==> src/rtl/fetch_ctrl.sv <==
// fetch_ctrl: stall-aware, redirect-safe instruction fetch sequencer.
// One outstanding imem request; a redirect kills the stale in-flight fetch.
module fetch_ctrl #(
  parameter int ADDR_W = 10,
  parameter int OFF_W = 21,
  parameter logic [ADDR_W-1:0] RESET_PC = '0
) (
  input  logic              clk,
  input  logic              reset,
  output logic              imem_req,
  output logic [ADDR_W-1:0] imem_addr,
  input  logic              imem_gnt,
  input  logic              imem_rvalid,
  input  logic [31:0]       imem_rdata,
  output logic              if_valid,
  output logic [31:0]       if_instr,
  output logic [ADDR_W-1:0] if_pc,
  input  logic              id_ready,
  input  logic              redirect,
  input  logic [ADDR_W-1:0] redirect_base,
  input  logic [OFF_W-1:0]  redirect_offset,
  output logic              misalign_err
);
  typedef enum logic [1:0] {S_FETCH, S_WAIT, S_HOLD} state_t;
  state_t state, state_n;
  logic [ADDR_W-1:0] pc, pc_n, tgt, if_pc_n;
  logic [31:0] if_instr_n;
  logic kill, kill_n, if_valid_n, unused_off;
  // Offset bits above ADDR_W vanish in the mod-2^ADDR_W sum, so sign extension is moot.
  assign unused_off = ^redirect_offset[OFF_W-1:ADDR_W];
  assign tgt = redirect_base + redirect_offset[ADDR_W-1:0];
  always_comb begin
    state_n = state;
    pc_n = pc;
    kill_n = kill;
    if_valid_n = if_valid;
    if_instr_n = if_instr;
    if_pc_n = if_pc;
    case (state)
      S_FETCH: if (imem_req && imem_gnt) begin
        state_n = S_WAIT;
        kill_n = redirect;
      end
      S_WAIT: if (imem_rvalid) begin
        kill_n = 1'b0;
        state_n = (kill || redirect) ? S_FETCH : S_HOLD;
        if (!kill && !redirect) begin
          if_valid_n = 1'b1;
          if_instr_n = imem_rdata;
          if_pc_n = pc;
          pc_n = pc + ADDR_W'(4);
        end
      end else kill_n = kill || redirect;
      default: if (redirect || id_ready) begin
        state_n = S_FETCH;
        if_valid_n = 1'b0;
      end
    endcase
    if (redirect) pc_n = {tgt[ADDR_W-1:2], 2'b00};
  end
  always_ff @(posedge clk) begin
    if (reset) begin
      state <= S_FETCH;
      pc <= RESET_PC;
      kill <= 1'b0;
      imem_req <= 1'b0;
      imem_addr <= RESET_PC;
      if_valid <= 1'b0;
      if_instr <= '0;
      if_pc <= '0;
      misalign_err <= 1'b0;
    end else begin
      state <= state_n;
      pc <= pc_n;
      kill <= kill_n;
      imem_req <= state_n == S_FETCH;
      imem_addr <= pc_n;
      if_valid <= if_valid_n;
      if_instr <= if_instr_n;
      if_pc <= if_pc_n;
      misalign_err <= redirect && |tgt[1:0];
    end
  end
endmodule
==> config.mk <==
export PLATFORM = sky130hd
export DESIGN_NAME = fetch_ctrl
export DESIGN_NICKNAME = d
export VERILOG_FILES = /design/src/rtl/fetch_ctrl.sv
export SDC_FILE = /design/constraint.sdc
export NUM_CORES = 1
export LEC_CHECK = 0
export BUFFER_PORTS_ARGS = -buffer_cell sky130_fd_sc_hd__buf_4
export CAP_MARGIN = 10
export CORE_MARGIN = 2
export CORE_UTILIZATION = 41
export CTS_CLUSTER_SIZE = 25
export DETAILED_ROUTE_END_ITERATION = 12
export PLACE_DENSITY = 0.84
export SYNTH_ARGS = -nofsm -noshare
export SYNTH_HDL_FRONTEND = slang
export SYNTH_SLANG_ARGS = --single-unit
==> constraint.sdc <==
create_clock -name clk -period 1.38 [get_ports clk]
set_input_delay 0 -clock clk [delete_from_list [all_inputs] [get_ports clk]]
set_output_delay 0 -clock clk [all_outputs]
set_load 0.005 [all_outputs]
== Word level (Yosys, flattened, before mapping) ==
Index checks and enable logic that the tools add are counted.

* Mux-type cells: 16
* Reductions and logical operators: 20
* Bitwise operators: 1
* Eq/ne operators: 4
* Add/subtract/negate cells: 2

{| class="wikitable"
|+ Operators by type and width
! operator !! number
|-
| $mux 10 || 4
|-
| $add 10x10->10 || 1
|-
| $add 10x3->10 const B || 1
|-
| $reduce_bool 2->1 || 5
|-
| $mux 2 || 4
|-
| $ne 2x2->1 const B || 3
|-
| $reduce_and 3->1 || 2
|-
| $mux 1 || 5
|-
| $logic_not 2->1 || 2
|-
| $pmux 1 s2 || 2
|-
| $pmux 2 s2 || 1
|-
| $reduce_and 4->1 || 1
|-
| $reduce_or 2->1 || 2
|-
| $logic_and 1x1->1 || 3
|-
| $eq 2x1->1 const B || 1
|-
| $logic_not 1->1 || 2
|-
| $logic_or 1x1->1 || 2
|-
| $reduce_and 2->1 || 1
|-
| $not 1->1 || 1
|}

* Bits in registers: 58
* Input port bits: 69
* Word-level logic and storage cells: 52

== Depth between registers and ports, before layout ==
Gate-level depths: netlist (run 1).

* Depth in word-level cells: 6
* Mapped depth: 7

== Worst setup path before layout (run 1) ==
Ideal clock, no wire load.

* Path kind: input to register
* Start point: input redirect_base[0]
* End point: register pc[6]
* Arrival time: 1.436 ns
* Path buffers: 0
* Stages: 7
* Slack: -0.134 ns
* Cell sequence: ha_1 fa_1 a21oi_1 o21ai_0 nor2b_1 o31a_1 nor3_1

* Longest elaborated chain between the ends: 2

{| class="wikitable"
|+ Ends and longest elaborated chain
! item !! RTL line !! text
|-
| start: declaration || 20 || <nowiki>input logic [ADDR_W-1:0] redirect_base,</nowiki>
|-
| $add 10x10->10 || 31 || <nowiki>assign tgt = redirect_base + redirect_offset[ADDR_W-1:0];</nowiki>
|-
| $mux 10 || 59 || <nowiki>if (redirect) pc_n = {tgt[ADDR_W-1:2], 2'b00};</nowiki>
|-
| end signal: assignment || 74 || <nowiki>pc <= pc_n;</nowiki>
|-
| end: declaration || 26 || <nowiki>logic [ADDR_W-1:0] pc, pc_n, tgt, if_pc_n;</nowiki>
|}

Every way passes these cells.
A chain may end at the register's enable or synchronous reset.

== Worst setup path in the final report (run 1) ==
* Start point: register kill
* End point: register pc[3]

* Longest elaborated chain between the ends: 4

{| class="wikitable"
|+ Ends and longest elaborated chain
! item !! RTL line !! text
|-
| start: declaration || 28 || <nowiki>logic kill, kill_n, if_valid_n, unused_off;</nowiki>
|-
| start signal: assignment || 75 || <nowiki>kill <= kill_n;</nowiki>
|-
| $logic_not 1->1 || 47 || <nowiki>if (!kill && !redirect) begin</nowiki>
|-
| $logic_and 1x1->1 || 47 ||
|-
| $reduce_bool 2->1 (no source line) || -- ||
|-
| $reduce_and 3->1 (no source line) || -- ||
|}

Every way passes these cells.

==> results of run 1 <==
[power groups by stage]
stage                     clock [mW]  sequential, mW  combinational, mW
after floorplan                    0            1.69              0.299
after global placement             0            1.68              0.630
after detailed placement           0            1.68              0.643
after CTS                      0.875            1.65              0.723
after global routing           0.920            1.66              0.818
final                          0.854            1.65              0.742
[timing repair]
action | 4_1_cts | 5_1_grt
setup buffers | 2 | 0
pin swaps | 9 | 7
gates cloned | 0 | 4
hold endpoints to repair | 32 | 0
hold buffers | 32 | 0
setup endpoints to repair | 3 | 49
resized for setup | 1 | 6
[final timing paths]
check        cells after the start  slack, ns                    end
min reg2reg                      2       0.46  if_pc[4]$_SDFFE_PP0P_
max                              6      -0.02     pc[3]$_SDFFE_PP0P_
max reg2reg                      6      -0.02     pc[3]$_SDFFE_PP0P_
min                              4      0.007  if_valid$_SDFFE_PP0P_
[through the flow]
stage	util	setup WS (ns)
global route	0.6861	-0.1033
finish	0.6861	-0.02439
detailed placement	0.5999	-0.1848
CTS	0.6719	-0.008382
floorplan	-	0.0002983
global placement	0.5999	-0.1386
[worst min-delay path, stage by stage]
cell     delay [ns]
buf_4          0.08
nor2_1         0.04
nor2b_1        0.09
nor3_1         0.05
[cell type report]
type,count,area (um^2)
Tap cell,75,93.84
Inverter,2,7.507
Sequential cell,54,1084
Timing Repair Buffer,172,1443
Clock buffer,6,82.58
Multi-Input combinational cell,235,1304
Fill cell,463,1837
[synthesized netlist by cell type, drive strengths merged, types with 2 or more instances]
cell	count
nor3	7
ha	10
clkbuf	9
nand4	6
nand2	91
xor2	3
dfxtp	54
a21oi	49
o22ai	2
nand2b	2
a211oi	6
a21o	3
o21a	3
a311oi	2
o21ai	4
xnor2	8
nor2	14
inv	2
and3	2
nor2b	7
buf	13
[logic make-up (layout without fill, tap and decap cells)]
logic type / after synthesis / after routing / synth area share
and+or+nand+nor: 135 / 135 / 0.2373
AOI/OAI and AO/OA: 73 / 73 / 0.1706
DFF: 54 / 54 / 0.4399
buffers and inverters: 24 / 180 / 0.04837
adders and majority gates: 11 / 11 / 0.05906
xor gates and xnor gates: 11 / 11 / 0.03921
other: 1 / 4 / 0.001526
muxes: 1 / 1 / 0.004073
[per-layer routing]
layer  part of all wire  routed length [um]  vias to the layer above
li1                   -                   -                     1356
met1               0.38                2881                     1202
met2               0.52                3905                      111
met3              0.084                 633                       17
met4              0.019                 145                        0
met5                  0                   0                        -
[sequential cells by signal (all words and copies together), names as in the netlist]
| register | count |
|---|---|
| imem_req | 1 |
| if_instr | 32 |
| misalign_err | 1 |
| if_pc | 8 |
| state | 2 |
| kill | 1 |
| pc | 8 |
| if_valid | 1 |
==> PnR_summary.wiki, run 1 <==
{| class="wikitable"
! Metric !! Value
|-
| Share of cells above drive strength 1 || 0.3348
|-
| Aggregate routed wire length || 7.566 mm
|-
| CP Launch Point || kill$_SDFFE_PP0P_
|-
| Inserted Diodes || 0
|-
| Worst setup skew after layout || 0.003254 ns
|-
| Number of nets with antenna violations after routing || 0
|-
| Gate Count Post-Synth || 310
|-
| Netlist Area Pre-Place || 2457 um^2
|-
| Vias || 2686
|-
| Wire length of the first global-routing pass || 10.86 mm
|-
| Share of total power in combinational logic || 0.229
|-
| Cell family contributing the most delay on the critical path || compound AO/OA/AOI/OAI gates
|-
| Crit path max fanout || 8
|-
| Post-layout min period || 1.404 ns
|-
| Sequential share of power || 0.508
|-
| Detail Placement HPWL || 4.670 mm
|-
| Critical Path Start Type || flop
|-
| Critical R2R Launch || kill$_SDFFE_PP0P_
|-
| Synth top area share || 0.4399
|-
| Crit-path cells || and4bb_2 > buf_6 > buf_4 > nor2b_1 > a211oi_1 > a211oi_1
|-
| Area growth, synth to finish || 63.34%
|-
| Met3 routing resource usage after global routing || 0.06154
|-
| Hold Crit Class || primary input to flop
|-
| Share of the yosys chip area belonging to registers || 0.4399
|-
| Overall Power || 3.244 mW
|-
| Max-cap violation count || 0
|-
| Top area cells in the synthesized netlist || dfxtp_1, nand2_1, a21oi_1
|-
| Number of max-slew violations in the final report || 0
|-
| Met2 global-route usage || 0.4025
|-
| Initial core utilization || 0.4200
|-
| Boundary pin count || 124
|-
| Placed Instance Area || 3510 um^2
|-
| Unrepaired setup endpoints after global routing || true
|-
| Unique cell type count in the Yosys netlist || 36
|-
| Non-filler cells, final || 544
|-
| Hold Violations, Final || 0
|-
| Clock-pin slew on the worst setup and hold paths || 0.09 ns
|-
| Worst endpoint required time || 1.55 ns
|-
| Count of flip-flops with a built-in enable after synthesis || 0
|-
| CP peak stage delay || 0.33 ns
|-
| Internal power contribution || 2.432 mW
|-
| Clock buffer count from CTS || 5
|-
| Worst setup EP type || flop
|-
| Aggregate negative setup slack || -0.02949 ns
|-
| Hold WS || 0.006819 ns
|-
| Count of yosys warnings during synthesis || 0
|-
| Dominant synthesized flop cell || dfxtp_1
|-
| Post-route cell area || 4014 um^2
|-
| Clock network fraction of design power || 0.263
|-
| CTS tree || done
|-
| Number of buffers and inverters on the critical path || 2
|-
| Full die area || 6629 um^2
|-
| Die X || 81.42 um
|-
| Cell area power density || 808.2 nW/um^2
|-
| Number of global-route vias before repair || 2526
|-
| Final net count || 550
|-
| Leak || 1.752 nW
|-
| Worst EP arrival || 1.57 ns
|-
| Die height || 81.42 um
|-
| Pin slew with the least headroom to its limit || 0.5400 ns
|-
| Initial DRT Pass Iterations || 4
|-
| Remaining DRCs || 0
|-
| Largest net degree at the start of global routing || 55
|-
| Maximum root-to-sink buffer count || 2
|-
| Critical Path Most Common Cell || a211oi_1
|-
| Highest Clock Rate || 0.7121 GHz
|-
| Cell accounting for the most synthesized area || dfxtp_1
|-
| Sw Pwr || 812.3 uW
|-
| Top library cells by usage in the layout, fill and taps aside || buf_4, nand2_1, dfxtp_1
|-
| Count of port buffers added during placement || 108
|-
| Violations in the final reports || setup timing
|-
| Most common cell after layout, fill and taps aside || buf_4
|-
| Slowest stage cell, crit path || dfxtp_2
|-
| Global routing met1 resource utilization || 0.2086
|-
| Cell total after placement || 500
|-
| Most utilized layer in the global route result || met2
|-
| Total congestion overflow || 0
|-
| Clock Sink Count || 54
|-
| Proportion of synthesized flip-flops having asynchronous set or reset || 0
|-
| Site Rows || 28
|-
| Total Routing Usage GR || 0.2083
|-
| Setup Crit Path Kind || flop to flop
|-
| Max rail drop VDD || 0.0004552 V
|-
| Run status || finished, violations left
|-
| Library cell used as clock root buffer || clkbuf_8
|-
| Worst max-slew margin expressed relative to the limit || 0.6400
|-
| Ratio of final minimum period to clock period || 1.018
|-
| Htree depth || 2
|-
| Number of setup violations in the final report || 3
|-
| Core Area || 5851 um^2
|-
| Iteration-0 DRC count of the detailed router || 82
|-
| Worst path setup slack after routing || -0.02439 ns
|-
| Average size of a mapped cell || 7.927 um^2
|-
| Post-detailed-route wirelength per cell || 13.91 um
|-
| Total of flip-flops plus latches after synthesis || 54
|-
| Antenna violations before repair || 0
|-
| Worst-Skew Late Latency || 0.30 ns
|-
| Fraction of power spent switching nets || 0.2504
|-
| GPL Wtd Cong || 0.8676
|-
| Via density || 4.938
|-
| Worst Min Path Start || id_ready
|}
(Power assumes the default switching activity.)
==> run 2: changes to the inputs <==
--- a/config.mk
+++ b/config.mk
@@ -11,7 +11,7 @@
 export CORE_UTILIZATION = 41
 export CTS_CLUSTER_SIZE = 25
 export DETAILED_ROUTE_END_ITERATION = 12
-export PLACE_DENSITY = 0.84
+export PLACE_DENSITY = 0.76
 export SYNTH_ARGS = -nofsm -noshare
 export SYNTH_HDL_FRONTEND = slang
 export SYNTH_SLANG_ARGS = --single-unit
==> PnR_summary.wiki, run 2 (synthesis gave the netlist of run 1 again) <==
{| class="wikitable"
! Metric !! Value
|-
| Post-detailed-route wirelength per cell || 13.29 um
|-
| Maximum root-to-sink buffer count || 2
|-
| Ratio of final minimum period to clock period || 1.047
|-
| Cell family contributing the most delay on the critical path || simple AND/OR/NAND/NOR gates
|-
| Largest register by flop count || if_instr
|-
| Crit-path cells || and4bb_1 > buf_6 > nand4_1 > xnor2_1 > nor2_1 > a311oi_1
|-
| Setup Crit Path Kind || flop to flop
|-
| Regs by FF count || if_instr (32), if_pc (8), pc (8)
|-
| Aggregate routed wire length || 7.268 mm
|-
| Htree depth || 2
|-
| Unrepaired setup endpoints after global routing || true
|-
| Number of buffers and inverters on the critical path || 1
|-
| Most common cell after layout, fill and taps aside || buf_4
|-
| Worst-Skew Late Latency || 0.30 ns
|-
| Top library cells by usage in the layout, fill and taps aside || buf_4, nand2_1, dfxtp_1
|-
| GPL Wtd Cong || 0.8594
|-
| Share of cells above drive strength 1 || 0.3390
|-
| Initial core utilization || 0.4200
|-
| Iteration-0 DRC count of the detailed router || 104
|-
| Remaining DRCs || 0
|-
| Library cell used as clock root buffer || clkbuf_8
|-
| Vias || 2672
|-
| Largest net degree at the start of global routing || 55
|-
| Total congestion overflow || 0
|-
| Worst setup skew after layout || 0.008130 ns
|-
| Worst setup EP type || flop
|-
| Worst EP arrival || 1.65 ns
|-
| Highest Clock Rate || 0.6919 GHz
|-
| Max-cap violation count || 0
|-
| Clock network fraction of design power || 0.300
|-
| Die X || 81.42 um
|-
| Worst endpoint required time || 1.59 ns
|-
| Number of max-slew violations in the final report || 0
|-
| Share of the core filled with cells in the final layout || 0.6897
|-
| Final net count || 551
|-
| Inserted Diodes || 0
|-
| Fraction of power spent switching nets || 0.2449
|-
| Worst path setup slack after routing || -0.06537 ns
|-
| Die height || 81.42 um
|-
| Clock Sink Count || 54
|-
| Total Routing Usage GR || 0.2141
|-
| Cell total after placement || 501
|-
| Run status || finished, violations left
|-
| Pin slew with the least headroom to its limit || 0.5712 ns
|-
| Initial DRT Pass Iterations || 4
|-
| Count of port buffers added during placement || 108
|-
| Critical Path Start Type || flop
|-
| Hold Violations, Final || 0
|-
| CTS tree || done
|-
| Violations in the final reports || setup timing
|-
| Max rail drop VDD || 0.0006591 V
|-
| Full die area || 6629 um^2
|-
| Worst max-slew margin expressed relative to the limit || 0.6192
|-
| Boundary pin count || 124
|-
| Post-layout min period || 1.445 ns
|-
| Hold Crit Class || primary input to flop
|-
| Sequential share of power || 0.481
|-
| Cell area power density || 849.6 nW/um^2
|-
| Core Area || 5851 um^2
|-
| Number of global-route vias before repair || 2457
|-
| Sw Pwr || 839.5 uW
|-
| Number of nets with antenna violations after routing || 0
|-
| CP peak stage delay || 0.33 ns
|-
| Overall Power || 3.428 mW
|-
| Non-filler cells, final || 547
|-
| Number of setup violations in the final report || 15
|-
| Site Rows || 28
|-
| Wire length of the first global-routing pass || 11.16 mm
|-
| Area growth, synth to finish || 64.21%
|-
| Internal power contribution || 2.589 mW
|-
| Slowest stage cell, crit path || dfxtp_2
|-
| Number of flip-flops under the largest register name || 32
|-
| Share of total power in combinational logic || 0.219
|-
| Detail Placement HPWL || 4.554 mm
|-
| Clock buffer count from CTS || 5
|-
| Crit path max fanout || 6
|-
| Clock-pin slew on the worst setup and hold paths || 0.09 ns
|-
| Leak || 1.766 nW
|-
| Antenna violations before repair || 0
|-
| Via density || 4.885
|}
## run 2: metrics by stage
stage	TNS, ns	hold WS (ns)	cell area [um^2]	worst slack [ns]
after floorplan	0	0.1360	2494	0.0002983
after global placement	-0.3979	0.2481	3517	-0.1420
after detailed placement	-0.6016	0.2587	3517	-0.1939
after CTS	-0.1642	0.01163	4004	-0.03841
after global routing	-3.691	0.05824	4035	-0.1607
final	-0.3210	0.04185	4035	-0.06537
## run 2: path summary, 6_finish.rpt
kind                               from                     to  slack, ns  cells past startpoint
hold / removal         redirect_base[9]     pc[9]$_SDFFE_PP0P_       0.04                      4
setup reg to reg    state[1]$_SDFF_PP0_     pc[7]$_SDFFE_PP0P_      -0.07                      6
hold reg to reg   if_pc[6]$_SDFFE_PP0P_  if_pc[6]$_SDFFE_PP0P_       0.46                      2
setup / recovery    state[1]$_SDFF_PP0_     pc[7]$_SDFFE_PP0P_      -0.07                      6
## run 2: what timing repair did
action	in CTS	in global routing
hold buffers	33	0
setup buffers	4	1
resized for setup	8	5
pin swaps	10	11
hold endpoints to repair	33	0
setup endpoints to repair	7	50
## run 2: cell type report
cell class	instances	area, um^2
clock buffers	6	72.57
clock inverters	2	37.54
fillers	469	1815
inverters	2	7.507
multi-input cells	235	1323
flip-flops and latches	54	1084
well taps	75	93.84
repair buffers	173	1418
## run 2: layer usage
metal | up-vias | share of wire | global-route usage
li1 | 1359 | - | -
met1 | 1213 | 0.41 | 0.2526
met5 | - | 0 | 0
met4 | 0 | 0.014 | 0.05593
met3 | 11 | 0.071 | 0.04615
met2 | 89 | 0.51 | 0.3910
## run 2: tightest hold or removal path: cells and delay by family
kind                   cells  cell delay, ns
AO/OA/AOI/OAI              2            0.15
XOR/XNOR                   1            0.06
buffers and inverters      1            0.08
## run 2: power by group through the flow
| stage | registers, mW | clock network (mW) | logic (mW) |
|---|---|---|---|
| 6_report | 1.65 | 1.03 | 0.749 |
| 5_1_grt | 1.66 | 1.14 | 0.823 |
| 4_1_cts | 1.65 | 1.08 | 0.730 |
| 3_5_place_dp | 1.68 | 0 | 0.641 |
| 3_3_place_gp | 1.68 | 0 | 0.635 |
| 2_1_floorplan | 1.69 | 0 | 0.299 |
